`config.mk`:
```
export PLATFORM = sky130hd
export DESIGN_NAME = spi_reg_slave
export DESIGN_NICKNAME = d
export VERILOG_FILES = /design/src/rtl/spi_reg_slave.sv
export SDC_FILE = /design/constraint.sdc
export NUM_CORES = 1
export LEC_CHECK = 0
export BUFFER_PORTS_ARGS = -buffer_cell sky130_fd_sc_hd__buf_2
export CELL_PAD_IN_SITES_DETAIL_PLACEMENT = 2
export CELL_PAD_IN_SITES_GLOBAL_PLACEMENT = 2
export CORE_ASPECT_RATIO = 1.75
export CORE_UTILIZATION = 25
export CTS_BUF_LIST = sky130_fd_sc_hd__clkbuf_8
export CTS_CLUSTER_DIAMETER = 100
export DETAILED_ROUTE_END_ITERATION = 12
export GPL_ROUTABILITY_DRIVEN = 0
export PLACE_DENSITY = 0.54
export SYNTH_ARGS = -nofsm -noshare
export SYNTH_HDL_FRONTEND = slang
export SYNTH_SLANG_ARGS = --single-unit
```
`constraint.sdc`:
```
create_clock -name i_clk -period 2.2 [get_ports i_clk]
set_input_delay 0.11 -clock i_clk [delete_from_list [all_inputs] [get_ports i_clk]]
set_output_delay 0.11 -clock i_clk [all_outputs]
set_load 0.03 [all_outputs]
```
`src/rtl/spi_reg_slave.sv`:
```
// SPI slave front end for the OZY GPIO register bank.
// Oversamples SCK/MOSI/SS_N in the clk domain and decodes 16-bit read/write frames.
module spi_reg_slave #(
  parameter int unsigned SYNC_STAGES = 2
) (
  input  logic       i_clk,
  input  logic       i_rst,
  input  logic       i_sck,
  input  logic       i_ss_n,
  input  logic       i_mosi,
  output logic       o_miso,
  output logic       o_miso_oe,
  output logic       o_stb,
  output logic [6:0] o_addr,
  output logic [7:0] o_wdata,
  output logic       o_rd_stb,
  input  logic [7:0] i_rd_data
);

  localparam int unsigned ADDR_W     = 7;
  localparam int unsigned DATA_W     = 8;
  localparam int unsigned CNT_W      = 5;
  localparam int unsigned HDR_BITS   = 8;
  localparam int unsigned FRAME_BITS = 16;

  typedef enum logic [2:0] {
    S_WAIT_IDLE,
    S_IDLE,
    S_HDR,
    S_DATA,
    S_DONE
  } state_t;

  logic [SYNC_STAGES-1:0] r_sck_sync;
  logic [SYNC_STAGES-1:0] r_mosi_sync;
  logic [SYNC_STAGES-1:0] r_ss_sync;
  logic                   r_sck_prev;

  state_t              r_state;
  logic [CNT_W-1:0]    r_cnt;
  logic [DATA_W-1:0]   r_shift;
  logic                r_rw;
  logic [DATA_W-1:0]   r_tx;
  logic                r_rd_d1;
  logic                r_miso;
  logic                r_miso_oe;
  logic                r_stb;
  logic                r_rd_stb;
  logic [ADDR_W-1:0]   r_addr;
  logic [DATA_W-1:0]   r_wdata;

  state_t              w_state_nxt;
  logic [CNT_W-1:0]    w_cnt_nxt;
  logic [DATA_W-1:0]   w_shift_nxt;
  logic                w_rw_nxt;
  logic [DATA_W-1:0]   w_tx_nxt;
  logic                w_miso_nxt;
  logic                w_miso_oe_nxt;
  logic                w_stb_nxt;
  logic                w_rd_stb_nxt;
  logic [ADDR_W-1:0]   w_addr_nxt;
  logic [DATA_W-1:0]   w_wdata_nxt;

  logic w_sck;
  logic w_mosi;
  logic w_ss_n;
  logic w_rise;
  logic w_fall;

  // SS_N sync resets low so a frame already running at reset release keeps us in WAIT_IDLE
  always_ff @(posedge i_clk or posedge i_rst) begin
    if (i_rst) begin
      r_sck_sync  <= '0;
      r_mosi_sync <= '0;
      r_ss_sync   <= '0;
      r_sck_prev  <= 1'b0;
    end else begin
      r_sck_sync  <= {r_sck_sync[SYNC_STAGES-2:0], i_sck};
      r_mosi_sync <= {r_mosi_sync[SYNC_STAGES-2:0], i_mosi};
      r_ss_sync   <= {r_ss_sync[SYNC_STAGES-2:0], i_ss_n};
      r_sck_prev  <= r_sck_sync[SYNC_STAGES-1];
    end
  end

  assign w_sck  = r_sck_sync[SYNC_STAGES-1];
  assign w_mosi = r_mosi_sync[SYNC_STAGES-1];
  assign w_ss_n = r_ss_sync[SYNC_STAGES-1];
  assign w_rise = w_sck & ~r_sck_prev;
  assign w_fall = ~w_sck & r_sck_prev;

  // Frame decode: rises only shift/count, the boundary actions fire the cycle after
  always_comb begin
    w_state_nxt   = r_state;
    w_cnt_nxt     = r_cnt;
    w_shift_nxt   = r_shift;
    w_rw_nxt      = r_rw;
    w_tx_nxt      = r_tx;
    w_miso_nxt    = r_miso;
    w_miso_oe_nxt = r_miso_oe;
    w_stb_nxt     = 1'b0;
    w_rd_stb_nxt  = 1'b0;
    w_addr_nxt    = r_addr;
    w_wdata_nxt   = r_wdata;

    unique case (r_state)
      S_WAIT_IDLE: begin
        if (w_ss_n) w_state_nxt = S_IDLE;
      end
      S_IDLE: begin
        if (!w_ss_n) begin
          w_state_nxt = S_HDR;
          w_cnt_nxt   = '0;
        end
      end
      S_HDR: begin
        if (w_ss_n) begin
          w_state_nxt   = S_IDLE;
          w_miso_nxt    = 1'b0;
          w_miso_oe_nxt = 1'b0;
        end else if (r_cnt == CNT_W'(HDR_BITS)) begin
          w_addr_nxt   = r_shift[ADDR_W-1:0];
          w_rw_nxt     = r_shift[DATA_W-1];
          w_rd_stb_nxt = r_shift[DATA_W-1];
          w_state_nxt  = S_DATA;
        end else if (w_rise) begin
          w_shift_nxt = {r_shift[DATA_W-2:0], w_mosi};
          w_cnt_nxt   = r_cnt + CNT_W'(1);
        end
      end
      S_DATA: begin
        if (w_ss_n) begin
          w_state_nxt   = S_IDLE;
          w_miso_nxt    = 1'b0;
          w_miso_oe_nxt = 1'b0;
        end else if (r_cnt == CNT_W'(FRAME_BITS)) begin
          if (!r_rw) begin
            w_wdata_nxt = r_shift;
            w_stb_nxt   = 1'b1;
          end
          w_miso_nxt    = 1'b0;
          w_miso_oe_nxt = 1'b0;
          w_state_nxt   = S_DONE;
        end else begin
          if (w_rise) begin
            w_shift_nxt = {r_shift[DATA_W-2:0], w_mosi};
            w_cnt_nxt   = r_cnt + CNT_W'(1);
          end
          if (r_rw && r_rd_d1) begin
            w_tx_nxt      = i_rd_data;
            w_miso_oe_nxt = 1'b1;
          end else if (r_rw && w_fall) begin
            w_miso_nxt = r_tx[DATA_W-1];
            w_tx_nxt   = {r_tx[DATA_W-2:0], 1'b0};
          end
        end
      end
      S_DONE: begin
        if (w_ss_n) w_state_nxt = S_IDLE;
      end
      default: w_state_nxt = S_WAIT_IDLE;
    endcase
  end

  always_ff @(posedge i_clk or posedge i_rst) begin
    if (i_rst) begin
      r_state   <= S_WAIT_IDLE;
      r_cnt     <= '0;
      r_shift   <= '0;
      r_rw      <= 1'b0;
      r_tx      <= '0;
      r_rd_d1   <= 1'b0;
      r_miso    <= 1'b0;
      r_miso_oe <= 1'b0;
      r_stb     <= 1'b0;
      r_rd_stb  <= 1'b0;
      r_addr    <= '0;
      r_wdata   <= '0;
    end else begin
      r_state   <= w_state_nxt;
      r_cnt     <= w_cnt_nxt;
      r_shift   <= w_shift_nxt;
      r_rw      <= w_rw_nxt;
      r_tx      <= w_tx_nxt;
      r_rd_d1   <= r_rd_stb;
      r_miso    <= w_miso_nxt;
      r_miso_oe <= w_miso_oe_nxt;
      r_stb     <= w_stb_nxt;
      r_rd_stb  <= w_rd_stb_nxt;
      r_addr    <= w_addr_nxt;
      r_wdata   <= w_wdata_nxt;
    end
  end

  assign o_miso    = r_miso;
  assign o_miso_oe = r_miso_oe;
  assign o_stb     = r_stb;
  assign o_rd_stb  = r_rd_stb;
  assign o_addr    = r_addr;
  assign o_wdata   = r_wdata;

endmodule

```
# After elaboration in Yosys (flattened, before gate mapping)
# Cells that the tools add are included.
# totals
register_bits,52
in_bits,13
out_inout_bits,19
word_cells,96
# op_classes
n_addsub,1
n_eq_ne,18
muxes,39
n_bitwise,7
n_reduce_logical,15
# ops
op,n
$mux 8,7
$mux 5,6
$mux 3,6
$pmux 8 s2,1
$reduce_and 4->1,4
$mux 1,15
$pmux 5 s3,1
$ne 2x2->1 const B,6
$ne 4x4->1 const B,3
$pmux 3 s4,1
$eq 3x2->1 const B,2
$ne 3x3->1 const B,2
$reduce_and 3->1,2
$reduce_and 6->1,1
$add 5x1->5 const B,1
$eq 5x4->1 const B,1
$eq 5x5->1 const B,1
$not 1->1,5
$reduce_and 5->1,1
$pmux 1 s2,2
$reduce_bool 2->1,2
$eq 3x1->1 const B,1
$eq 3x3->1 const B,1
$logic_not 3->1,1
5 further kinds,7

# Logic depth before layout (Yosys ltp)
# Gate-level depths: netlist of the first run.
# logic_depth
word_depth,8
depth_mapped,7
depth_no_buf,6

# Worst setup path before layout of the first run
# OpenSTA, ideal clock, no wires.
# synth_path
path_type,register to register
from,register r_cnt[0]
to,register r_tx[1]
setup_time_ps,125
t_arrival_ps,1662
t_required_ps,2075
slack_ps,413
path_stages_with_launch,8
n_path_buf,1
period_less_slack_ps,1787
path_cell_list,dfrtp_1 -> inv_1 -> ha_1 -> nor4bb_4 -> nor4_4 -> o211a_1 -> buf_6 -> mux2_4
# synth_via
elab_chain_cells,3
# synth_rtl
item,line,rtl
"start, declared",40,logic [CNT_W-1:0] r_cnt;
"start signal, assigned",180,r_cnt <= w_cnt_nxt;
$eq 5x5->1,135,end else if (r_cnt == CNT_W'(FRAME_BITS)) begin
$not 1->1 (no source line),n/a,
$reduce_and 4->1 (no source line),n/a,
"end signal, assigned",183,r_tx <= w_tx_nxt;
"end, declared",43,logic [DATA_W-1:0] r_tx;
# No other way between the ends.
# A chain may end at the register's enable or synchronous reset.

# Final worst setup path of the first run
# Ends and elaborated chain as after synthesis.

==> impl_results.md, run 1 <==
- Initial Utilization: roughly 26%
- RSZ-0062 raised after global routing: no
- CORE AREA: between 8000 and 9000 sq um
- Grt ovf: 0
- Crit path launch type: flop
- Crit end category: flop
- Util after Layout: between 30% and 40%
- CTS root buffer: clkbuf_8
- R2R Path End: r_tx[1]$_DFFE_PP0P_
- Slowest stage delay, CP: 380 ps
- # Post-CTS Setup Buffers: 0
- Slowest cell on crit path: dfrtp_1
- Post-route minimum period: about 2000 ps
- Unique masters post-synth: 37
- First-pass iteration count of the detailed router: 2
- Aggregate global-route resource usage: 11.67%
- Hpwl dp: about 3.6 mm
- Mapped cell area: about 2300 sq um
- Hold-fix buffers, CTS: 4
- CP cell instances: inv_1, ha_1, nor4bb_4, nor4_4, o211a_1, buf_4, mux2_4
- Synth Flop Type: dfrtp_1
- CTS Buf Count: 5
- Clk buf depth: 2
- Launching point of the worst reg2reg path: r_cnt[0]$_DFFE_PP0P_
- Nets: ~220
- CTS H-Tree Depth: 2
- Worst-path clk slew: ~90 ps
- Die area: around 9500 sq um
- CP delay by family, top: simple AND/OR/NAND/NOR gates
- Antenna Nets Post-Route: 0
- Power per cell area: 656.8 nW/um^2
- I/O Pins: 32
- Clock skew: between 10 and 15 ps
- FILL cells: 989
- Critical Path Fanout Max: 8
- Post-synth top cells: dfrtp_1 (52), mux2_2 (30), o21ai_0 (10), nor2_1 (8)
- # DRC: 0
- Syn. warnings: 0
- Setup Viol. Count Final: 0
- Most frequent cell after synthesis: dfrtp_1
- Outcome: finished, final reports clean
- Die W: 74.19 um
- Hold depth: 3
- CP required: around 2400 ps
- Routed wire length: 4.950 mm
- Drt first-iter violations: 17
- Synth top area share: roughly 57%
- Rows: 45
- Post-Syn Instances: roughly 170
- Yosys top cell by area: dfrtp_1
- CTS tree: built
- #FFs+latches synth: 52
- Hold endpoint: r_tx[0]$_DFFE_PP0P_
- Largest net degree at the start of global routing: 53
- Synth top area cells: dfrtp_1 (57%), mux2_2 (15%), mux2_4 (4.6%)
- Synthesized area per cell: roughly 14 sq um
- Routed WL per cell: approximately 15 um
- Slew @ Worst Pin: 666.7 ps
- Slew headroom: 55.56%
- Max_cap viols: 0
- Post-synthesis to final-layout area growth: 17.40%
- Share of cells above drive strength 1: 42.93%
- Number of synthesized flops with an enable pin: 0
- Min-Delay Path Class: primary input to flop
- Initial antenna violation count: 0
- CP arrival: ~2200 ps
- Reg2Reg Setup Slack: about 230 ps
- P_leak: about 1.4 nW
- Vias/cell: about 4.6
- Fraction of registers with async set/reset: 100.0%
- Critical path class: flop to flop
- Vias in the first global route: about 1600
- Fin crit share: 89.71%
- CP bufs+invs: 2
- R2R depth: 7
- First-pass GRT wire length: between 8 and 9 mm
- Antenna cells: 0
- Die Height: ~130 um
- Via count: 1478
- Clock latency on the worst-skew pair: between 300 and 400 ps
- Post_cts resized: 0
- VDD IR max: between 400 and 500 uV
- Clock sinks: 52
- Final setup TNS: 0 ps
- Fin. max-slew vios: 0
- Final Hold Viols: 0
- Register area share after synthesis: between 50% and 60%
- Hold path start: i_rd_data[0]
- Synth Net Count: 181
- Port Buffer Count: 31
- Fmax: between 0.5 and 0.6 GHz
[logic make-up (layout without fill, tap and decap cells)]
logic type	count (synthesis)	in the layout	share of synthesized area (%)
DFF	52	52	57.08
buffers and inverters	13	52	3.677
muxes	38	38	19.87
AOI/OAI and AO/OA	22	22	5.983
adders and majority gates	2	2	1.098
and+or+nand+nor	39	39	12.29
[state kept, by name, indices dropped and copies added, names as in the netlist, 2 cells and up]
register,flops
r_state,3
o_addr,7
r_mosi_sync,2
r_shift,8
r_sck_sync,2
r_tx,8
r_ss_sync,2
o_wdata,8
r_cnt,5
[per-stage QoR]
step,cells,hold slack (ps),power (mW),setup WS (ps),area [sq um]
final,322,68.63,1.758,226.5,2676
after global routing,322,89.52,1.856,54.48,2676
after CTS,322,57.35,1.805,209.8,2676
after detailed placement,310,221.3,1.199,227.4,2539
after global placement,310,219.4,1.184,287.6,2539
after floorplan,166,141.4,1.145,412.8,2280
[layer usage]
layer	up-vias	routed length (um)	global-route usage, %
met3	11	202	2.752
met2	39	2584	19.84
met4	0	197	6.561
li1	667	-	-
met1	761	1965	13.00
met5	-	0	0
[area by class of cell]
| class | count | area (sq um) | area share, % |
|---|---|---|---|
| Inverter | 7 | 26.28 | 0.9818 |
| Timing Repair Buffer | 37 | 210.2 | 7.854 |
| Multi-Input combinational cell | 101 | 894.6 | 33.43 |
| Tap cell | 117 | 146.4 | 5.470 |
| Clock inverter | 2 | 15.01 | 0.5610 |
| Clock buffer | 6 | 82.58 | 3.086 |
| Sequential cell | 52 | 1301 | 48.62 |
[how the worst max path moves through the flow]
stage / cells past startpoint / slack [ps] / startpoint / end
5_1_grt: 7 / 50 / r_cnt[0]$_DFFE_PP0P_ / r_tx[7]$_DFFE_PP0P_
6_report: 7 / 230 / r_cnt[0]$_DFFE_PP0P_ / r_tx[1]$_DFFE_PP0P_
4_1_cts: 7 / 210 / r_cnt[0]$_DFFE_PP0P_ / r_tx[4]$_DFFE_PP0P_
3_3_place_gp: 7 / 290 / r_cnt[0]$_DFFE_PP0P_ / r_tx[6]$_DFFE_PP0P_
3_5_place_dp: 7 / 230 / r_cnt[0]$_DFFE_PP0P_ / r_tx[5]$_DFFE_PP0P_
2_1_floorplan: 7 / 410 / r_cnt[0]$_DFFE_PP0P_ / r_tx[1]$_DFFE_PP0P_
[power by group]
part	internal (mW)	switching [mW]
Sequential	0.998	0.0478
Combinational	0.0640	0.0710
Clock	0.255	0.322
[worst reg2reg max path: cells and delay by family (launching register included)]
family	cells	cell delay [ps]
flip-flops	1	380
multiplexers	1	310
AO/OA/AOI/OAI	1	200
AND/OR/NAND/NOR	2	480
adder cells (fa/ha/maj)	1	220
buffers and inverters	2	270
[cells in the final DEF (no fill, tap or decap), types with 3 or more instances in the layout]
| cell | n |
|---|---|
| dfrtp_1 | 52 |
| o21ai_0 | 10 |
| a31oi_1 | 3 |
| nand3_1 | 3 |
| inv_1 | 6 |
| dlygate4sd3_1 | 4 |
| mux2_4 | 7 |
| nor2b_1 | 3 |
| nand2_1 | 3 |
| clkbuf_8 | 6 |
| nor2_1 | 8 |
| buf_2 | 31 |
| mux2_2 | 30 |
| nand4_1 | 3 |
(Power assumes the default switching activity.)
==> run 2, diff against run 1 <==
CORE_UTILIZATION = 30   (was 25)
PLACE_DENSITY = 0.63   (was 0.54)
==> impl_results.md, run 2 (synthesis results as in run 1) <==
- Fin crit share: 91.62% (+1.9 points)
- Vias in the first global route: 1627 (-1.3%)
- Flop pwr share: 60.8% (+1.3 points)
- I/O Pins: 32 (unchanged)
- Origin of the worst setup path: r_cnt[0]$_DFFE_PP0P_
- Slew @ Worst Pin: 499.9 ps (-166.8 ps)
- Crit path launch type: flop
- Initial Utilization: 31.30% (+5.3 points)
- Post-synthesis to final-layout area growth: 15.53%
- VDD IR max: 405.4 uV (-6.6%)
- Clock sinks: 52 (unchanged)
- Crit end category: flop
- # DRC: 0 (unchanged)
- Via count: 1449 (-2.0%)
- Drt first-iter violations: 55 (+38)
- Die area: 7965 sq um (-16%)
- Min-Delay Path Class: primary input to flop
- Outcome: finished, final reports clean
- Die Height: 117.3 um (-8.6%)
- Aggregate global-route resource usage: 14.06% (+2.4 points)
- Routed WL per cell: 16.95 um (+10%)
- First-pass iteration count of the detailed router: 4 (+2)
- Slew headroom: 66.63% (+11 points)
- Final setup TNS: 0 ps (unchanged)
- Grt ovf: 0 (unchanged)
- Initial antenna violation count: 0 (unchanged)
- CTS tree: built
- CTS root buffer: clkbuf_8
- Hpwl dp: 3.676 mm (+2.4%)
- Slowest cell on crit path: dfrtp_1
- RSZ-0062 raised after global routing: no
- Most common cell after layout, fill and taps aside: dfrtp_1
- Critical Path Stages: 6 (-1)
- Port Buffer Count: 31 (unchanged)
- Critical Path Fanout Max: 8 (unchanged)
- Fin. max-slew vios: 0 (unchanged)
- Die W: 67.90 um (-8.5%)
- CORE AREA: 7284 sq um (-17%)
- Launching point of the worst reg2reg path: r_cnt[0]$_DFFE_PP0P_
- Clock power frac: 31.1% (-1.7 points)
- R2R Path End: r_tx[4]$_DFFE_PP0P_
- Antenna Nets Post-Route: 0 (unchanged)
- Slowest stage delay, CP: 390 ps (about the same)
- Worst-path clk slew: 90 ps (about the same)
- Internal: 1.286 mW (-2.4%)
- Share of cells above drive strength 1: 42.93% (unchanged)
- Antenna cells: 0 (unchanged)
- CP bufs+invs: 1 (-1)
- Setup Viol. Count Final: 0 (unchanged)
- First-pass GRT wire length: 8.259 mm (+0.51%)
- Power per cell area: 654.3 nW/um^2 (-0.38%)
- CP cell instances: inv_1, ha_1, nor4bb_4, nor4_4, o211a_4, mux2_4
- Psw: 0.4377 mW (-0.74%)
- Setup crit end: r_tx[4]$_DFFE_PP0P_
- Nets: 219 (unchanged)
- Post-route minimum period: 2016 ps (+42.16 ps)
- CP required: 2400 ps (about the same)
- R2R depth: 6 (-1)
- Vias/cell: 4.979 (+8.5%)
- Logic pwr share: 8.0% (+0.3 points)
- Clock skew: 4.696 ps (-8.019 ps)
- Commonest non-fill, non-tap cells in the layout: dfrtp_1 (52), buf_2 (31), mux2_2 (30), o21ai_0 (10), nor2_1 (8)
- Clock latency on the worst-skew pair: 310 ps (about the same)
- Critical path class: flop to flop
- Worst hold slack: 79.18 ps (+10.55 ps)
- Fmax: 0.4961 GHz (-2.1%)
- Max_cap viols: 0 (unchanged)
- Final Hold Viols: 0 (unchanged)
- Routed wire length: 4.931 mm (-0.38%)
- Reg2Reg Setup Slack: 180 ps (-40 ps)
- Largest net degree at the start of global routing: 24 (-55%)
- FILL cells: 788 (-20%)
- CTS Buf Count: 5 (unchanged)
- Rows: 41 (-8.9%)
- Clk buf depth: 2 (unchanged)
- CP delay by family, top: simple AND/OR/NAND/NOR gates
- CTS H-Tree Depth: 2 (unchanged)
- CP arrival: 2210 ps (+40 ps)
- P_leak: 1.357 nW (+0.48%)
- Sw Share: 25.40% (+0.31 points)
-- run 2: cell count changes in the layout (fill, tap and decap cells not counted), sizes merged --
cell	previous run	this run
clkbuf	6	5
clkinv	0	1
clkinvlp	2	0
inv	7	9
-- run 2: power groups by stage --
stage          logic (mW)  clock network, mW  registers, mW
2_1_floorplan       0.105                  0           1.04
3_3_place_gp        0.124                  0           1.06
3_5_place_dp        0.136                  0           1.07
4_1_cts             0.142              0.570           1.05
5_1_grt             0.157              0.602           1.06
6_report            0.139              0.537           1.05
-- run 2: cell type report --
cell class	count	area [sq um]	share of cell area [%]
flip-flops and latches	52	1301	49.41
multi-input cells	101	902.1	34.25
repair buffers	37	210.2	7.981
well taps	86	107.6	4.085
clock buffers	5	68.82	2.613
inverters	7	26.28	0.9976
clock inverters	3	17.52	0.6651
-- run 2: metrics by stage --
step                instances  setup slack, ps  area, sq um  total power, mW  utilization, %
global placement          279            152.8         2500            1.186           34.32
CTS                       291            36.60         2626            1.761           36.05
floorplan                 166            412.8         2280            1.145               -
detailed placement        279            48.47         2500            1.205           34.32
finish                    291            184.3         2634            1.723           36.16
global route              291            75.54         2634            1.814           36.16
-- run 2: worst min-delay path, cell delays in order --
cell     delay (ps)
buf_2            80
nand4_1          80
o21ai_0          80
-- run 2: worst min-delay path by stage --
stage / to / startpoint / depth (start not counted) / slack [ps]
after floorplan: r_mosi_sync[0]$_DFF_PP0_ / i_mosi / 0 / 140
after global placement: r_cnt[1]$_DFFE_PP0P_ / i_rst / 2 / 170
after detailed placement: r_cnt[0]$_DFFE_PP0P_ / i_rst / 2 / 170
after CTS: r_tx[0]$_DFFE_PP0P_ / i_rd_data[0] / 3 / 90
after global routing: r_tx[0]$_DFFE_PP0P_ / i_rd_data[0] / 3 / 90
final: r_tx[0]$_DFFE_PP0P_ / i_rd_data[0] / 3 / 80
-- run 2: metal layers --
layer  wire length, um  global-route usage, %
met2              2696                  24.01
met1              1962                  15.99
met5                 0                      0
met3               168                  2.626
met4               104                  6.901
-- run 2: repair_timing --
item	CTS	global route
gates resized for setup	0	2
hold buffers	4	0
endpoints found under the setup margin	0	7
setup buffers	0	0
hold endpoints to repair	24	0
==> run 3, diff against run 2 <==
RECOVER_POWER = 25   (was default)
==> impl_results.md, run 3 (synthesis results as in run 1) <==
- Clock sinks: 52 (unchanged)
- Non-filler cells, final: 291 (unchanged)
- Critical Path Fanout Max: 8 (unchanged)
- Clock power frac: 31.1% (about the same)
- Logic pwr share: 8.0% (about the same)
- Internal: 1.285 mW (about the same)
- Min-Delay Path Class: primary input to flop
- Nets: 219 (unchanged)
- Post-synthesis to final-layout area growth: 15.48% (about the same)
- CP required: 2400 ps (about the same)
- Worst-path clk slew: 90 ps (about the same)
- Sw Share: 25.39% (about the same)
- CP cell instances: inv_1, ha_1, nor4bb_4, nor4_4, o211a_4, mux2_4
- Routed wire length: 4.933 mm (about the same)
- Critical path class: flop to flop
- # DRC: 0 (unchanged)
- Aggregate global-route resource usage: 14.06% (unchanged)
- Hold depth: 3 (unchanged)
- Antenna cells: 0 (unchanged)
- Pre-CTS setup slack: 48.47 ps (unchanged)
- R2R depth: 6 (unchanged)
- CTS root buffer: clkbuf_8
- Outcome: finished, final reports clean
- Crit path launch type: flop
- Hpwl dp: 3.676 mm (unchanged)
- Clock latency on the worst-skew pair: 310 ps (about the same)
- Flop pwr share: 60.8% (about the same)
- Antenna Nets Post-Route: 0 (unchanged)
- Max_cap viols: 0 (unchanged)
- Setup ws final: 184.3 ps (unchanged)
- Die W: 67.90 um (unchanged)
- FILL cells: 789 (+0.13%)
- Clock skew: 4.696 ps (unchanged)
- Commonest non-fill, non-tap cells in the layout: dfrtp_1 (52), mux2_2 (30), buf_2 (30), o21ai_0 (10)
- CTS Buf Count: 5 (unchanged)
- Share of cells above drive strength 1: 41.95% (-0.98 points)
- Clk buf depth: 2 (unchanged)
- VDD IR max: 405.4 uV (unchanged)
- First-pass iteration count of the detailed router: 4 (unchanged)
- Initial antenna violation count: 0 (unchanged)
- I/O Pins: 32 (unchanged)
- Fin crit share: 91.62% (unchanged)
- Crit end category: flop
- Launching point of the worst reg2reg path: r_cnt[0]$_DFFE_PP0P_
- Wire length on met2: 2.696 mm (unchanged)
- Routed WL per cell: 16.95 um (about the same)
- RSZ-0062 raised after global routing: no
- Hold endpoint: r_tx[0]$_DFFE_PP0P_
- Design Area, Final: 2633 sq um (about the same)
- CP arrival: 2210 ps (about the same)
- Multi-input gate area: 902.1 sq um (unchanged)
- Largest net degree at the start of global routing: 24 (unchanged)
- Hold path start: i_rd_data[0]
- Slowest cell on crit path: dfrtp_1
- Slowest stage delay, CP: 390 ps (about the same)
- Fmax: 0.4961 GHz (unchanged)
- Top sig layer: met4
- Rows: 41 (unchanged)
- CORE AREA: 7284 sq um (unchanged)
- Routed length on met3: 169 um (+0.60%)
- Most common cell after layout, fill and taps aside: dfrtp_1
- DP Area: 2500 sq um (unchanged)
- P_leak: 1.353 nW (-0.25%)
- Die Height: 117.3 um (unchanged)
- Slew @ Worst Pin: 898.6 ps (+398.7 ps)
- Worst hold slack: 79.18 ps (unchanged)
- CTS H-Tree Depth: 2 (unchanged)
- Util after Layout: 36.14% (about the same)
- Die area: 7965 sq um (unchanged)
- First-pass GRT wire length: 8.259 mm (unchanged)
- Post-route minimum period: 2016 ps (unchanged)
- Drt first-iter violations: 55 (unchanged)
- WL met1: 1.963 mm (about the same)
- Via count: 1449 (unchanged)
- R2R Path End: r_tx[4]$_DFFE_PP0P_
- Reg2Reg Setup Slack: 180 ps (about the same)
- Slew headroom: 40.03% (-27 points)
- Power per cell area: 654.5 nW/um^2 (about the same)
- Port Buffer Count: 31 (unchanged)
- Fin. max-slew vios: 0 (unchanged)
- Setup Viol. Count Final: 0 (unchanged)
- Vias/cell: 4.979 (unchanged)
- Grt ovf: 0 (unchanged)
- CTS tree: built
- Final Hold Viols: 0 (unchanged)
- Placed cells: 279 (unchanged)
- Total power: 1.723 mW (about the same)
- Final setup TNS: 0 ps (unchanged)
- Vias in the first global route: 1627 (unchanged)
- Psw: 0.4375 mW (about the same)
- FF/Latch Area: 1301 sq um (unchanged)
- Initial Utilization: 31.30% (unchanged)
run 3: changes by cell type in the layout (fill, tap and decap cells not counted):
cell | previous run | this run
buf_2 | 31 | 30
clkbuf_1 | 0 | 1
inv_2 | 1 | 0
inv_1 | 7 | 8
run 3: per-layer routing:
layer	up-vias	track usage, %
li1	662	-
met1	747	15.99
met2	31	24.01
met3	9	2.626
met4	0	6.901
met5	-	0
run 3: worst max-delay path by stage:
stage	startpoint	end	slack, ps
6_report	r_cnt[0]$_DFFE_PP0P_	r_tx[4]$_DFFE_PP0P_	180
5_1_grt	r_cnt[0]$_DFFE_PP0P_	r_tx[4]$_DFFE_PP0P_	80
4_1_cts	r_cnt[0]$_DFFE_PP0P_	r_tx[4]$_DFFE_PP0P_	40
3_5_place_dp	r_cnt[0]$_DFFE_PP0P_	r_tx[4]$_DFFE_PP0P_	50
3_3_place_gp	r_cnt[0]$_DFFE_PP0P_	r_tx[2]$_DFFE_PP0P_	150
2_1_floorplan	r_cnt[0]$_DFFE_PP0P_	r_tx[1]$_DFFE_PP0P_	410
run 3: power groups by stage:
stage,Clock [mW],Sequential [mW],Combinational [mW]
final,0.537,1.05,0.138
after detailed placement,0,1.07,0.136
after CTS,0.570,1.05,0.142
after floorplan,0,1.04,0.105
after global placement,0,1.06,0.124
after global routing,0.602,1.06,0.157
run 3: layout make-up:
class / instances / share of cell area, %
clock buffers: 5 / 2.614
clock inverters: 3 / 0.6654
inverters: 7 / 0.9981
multi-input cells: 101 / 34.27
flip-flops and latches: 52 / 49.43
well taps: 86 / 4.087
repair buffers: 37 / 7.937
run 3: timing repair:
action,in CTS,in global routing
endpoints found under the hold margin,24,0
resized for setup,0,2
hold buffers,4,0
buffers inserted,0,0
setup endpoints to repair,0,7
run 3: worst max-delay path, delay by kind of cell, from the launching register on:
family / cells / cell delay [ps]
simple gates: 2 / 550
flops: 1 / 390
compound gates: 1 / 330
mux: 1 / 320
fa+ha+maj: 1 / 230
buf+inv: 1 / 90
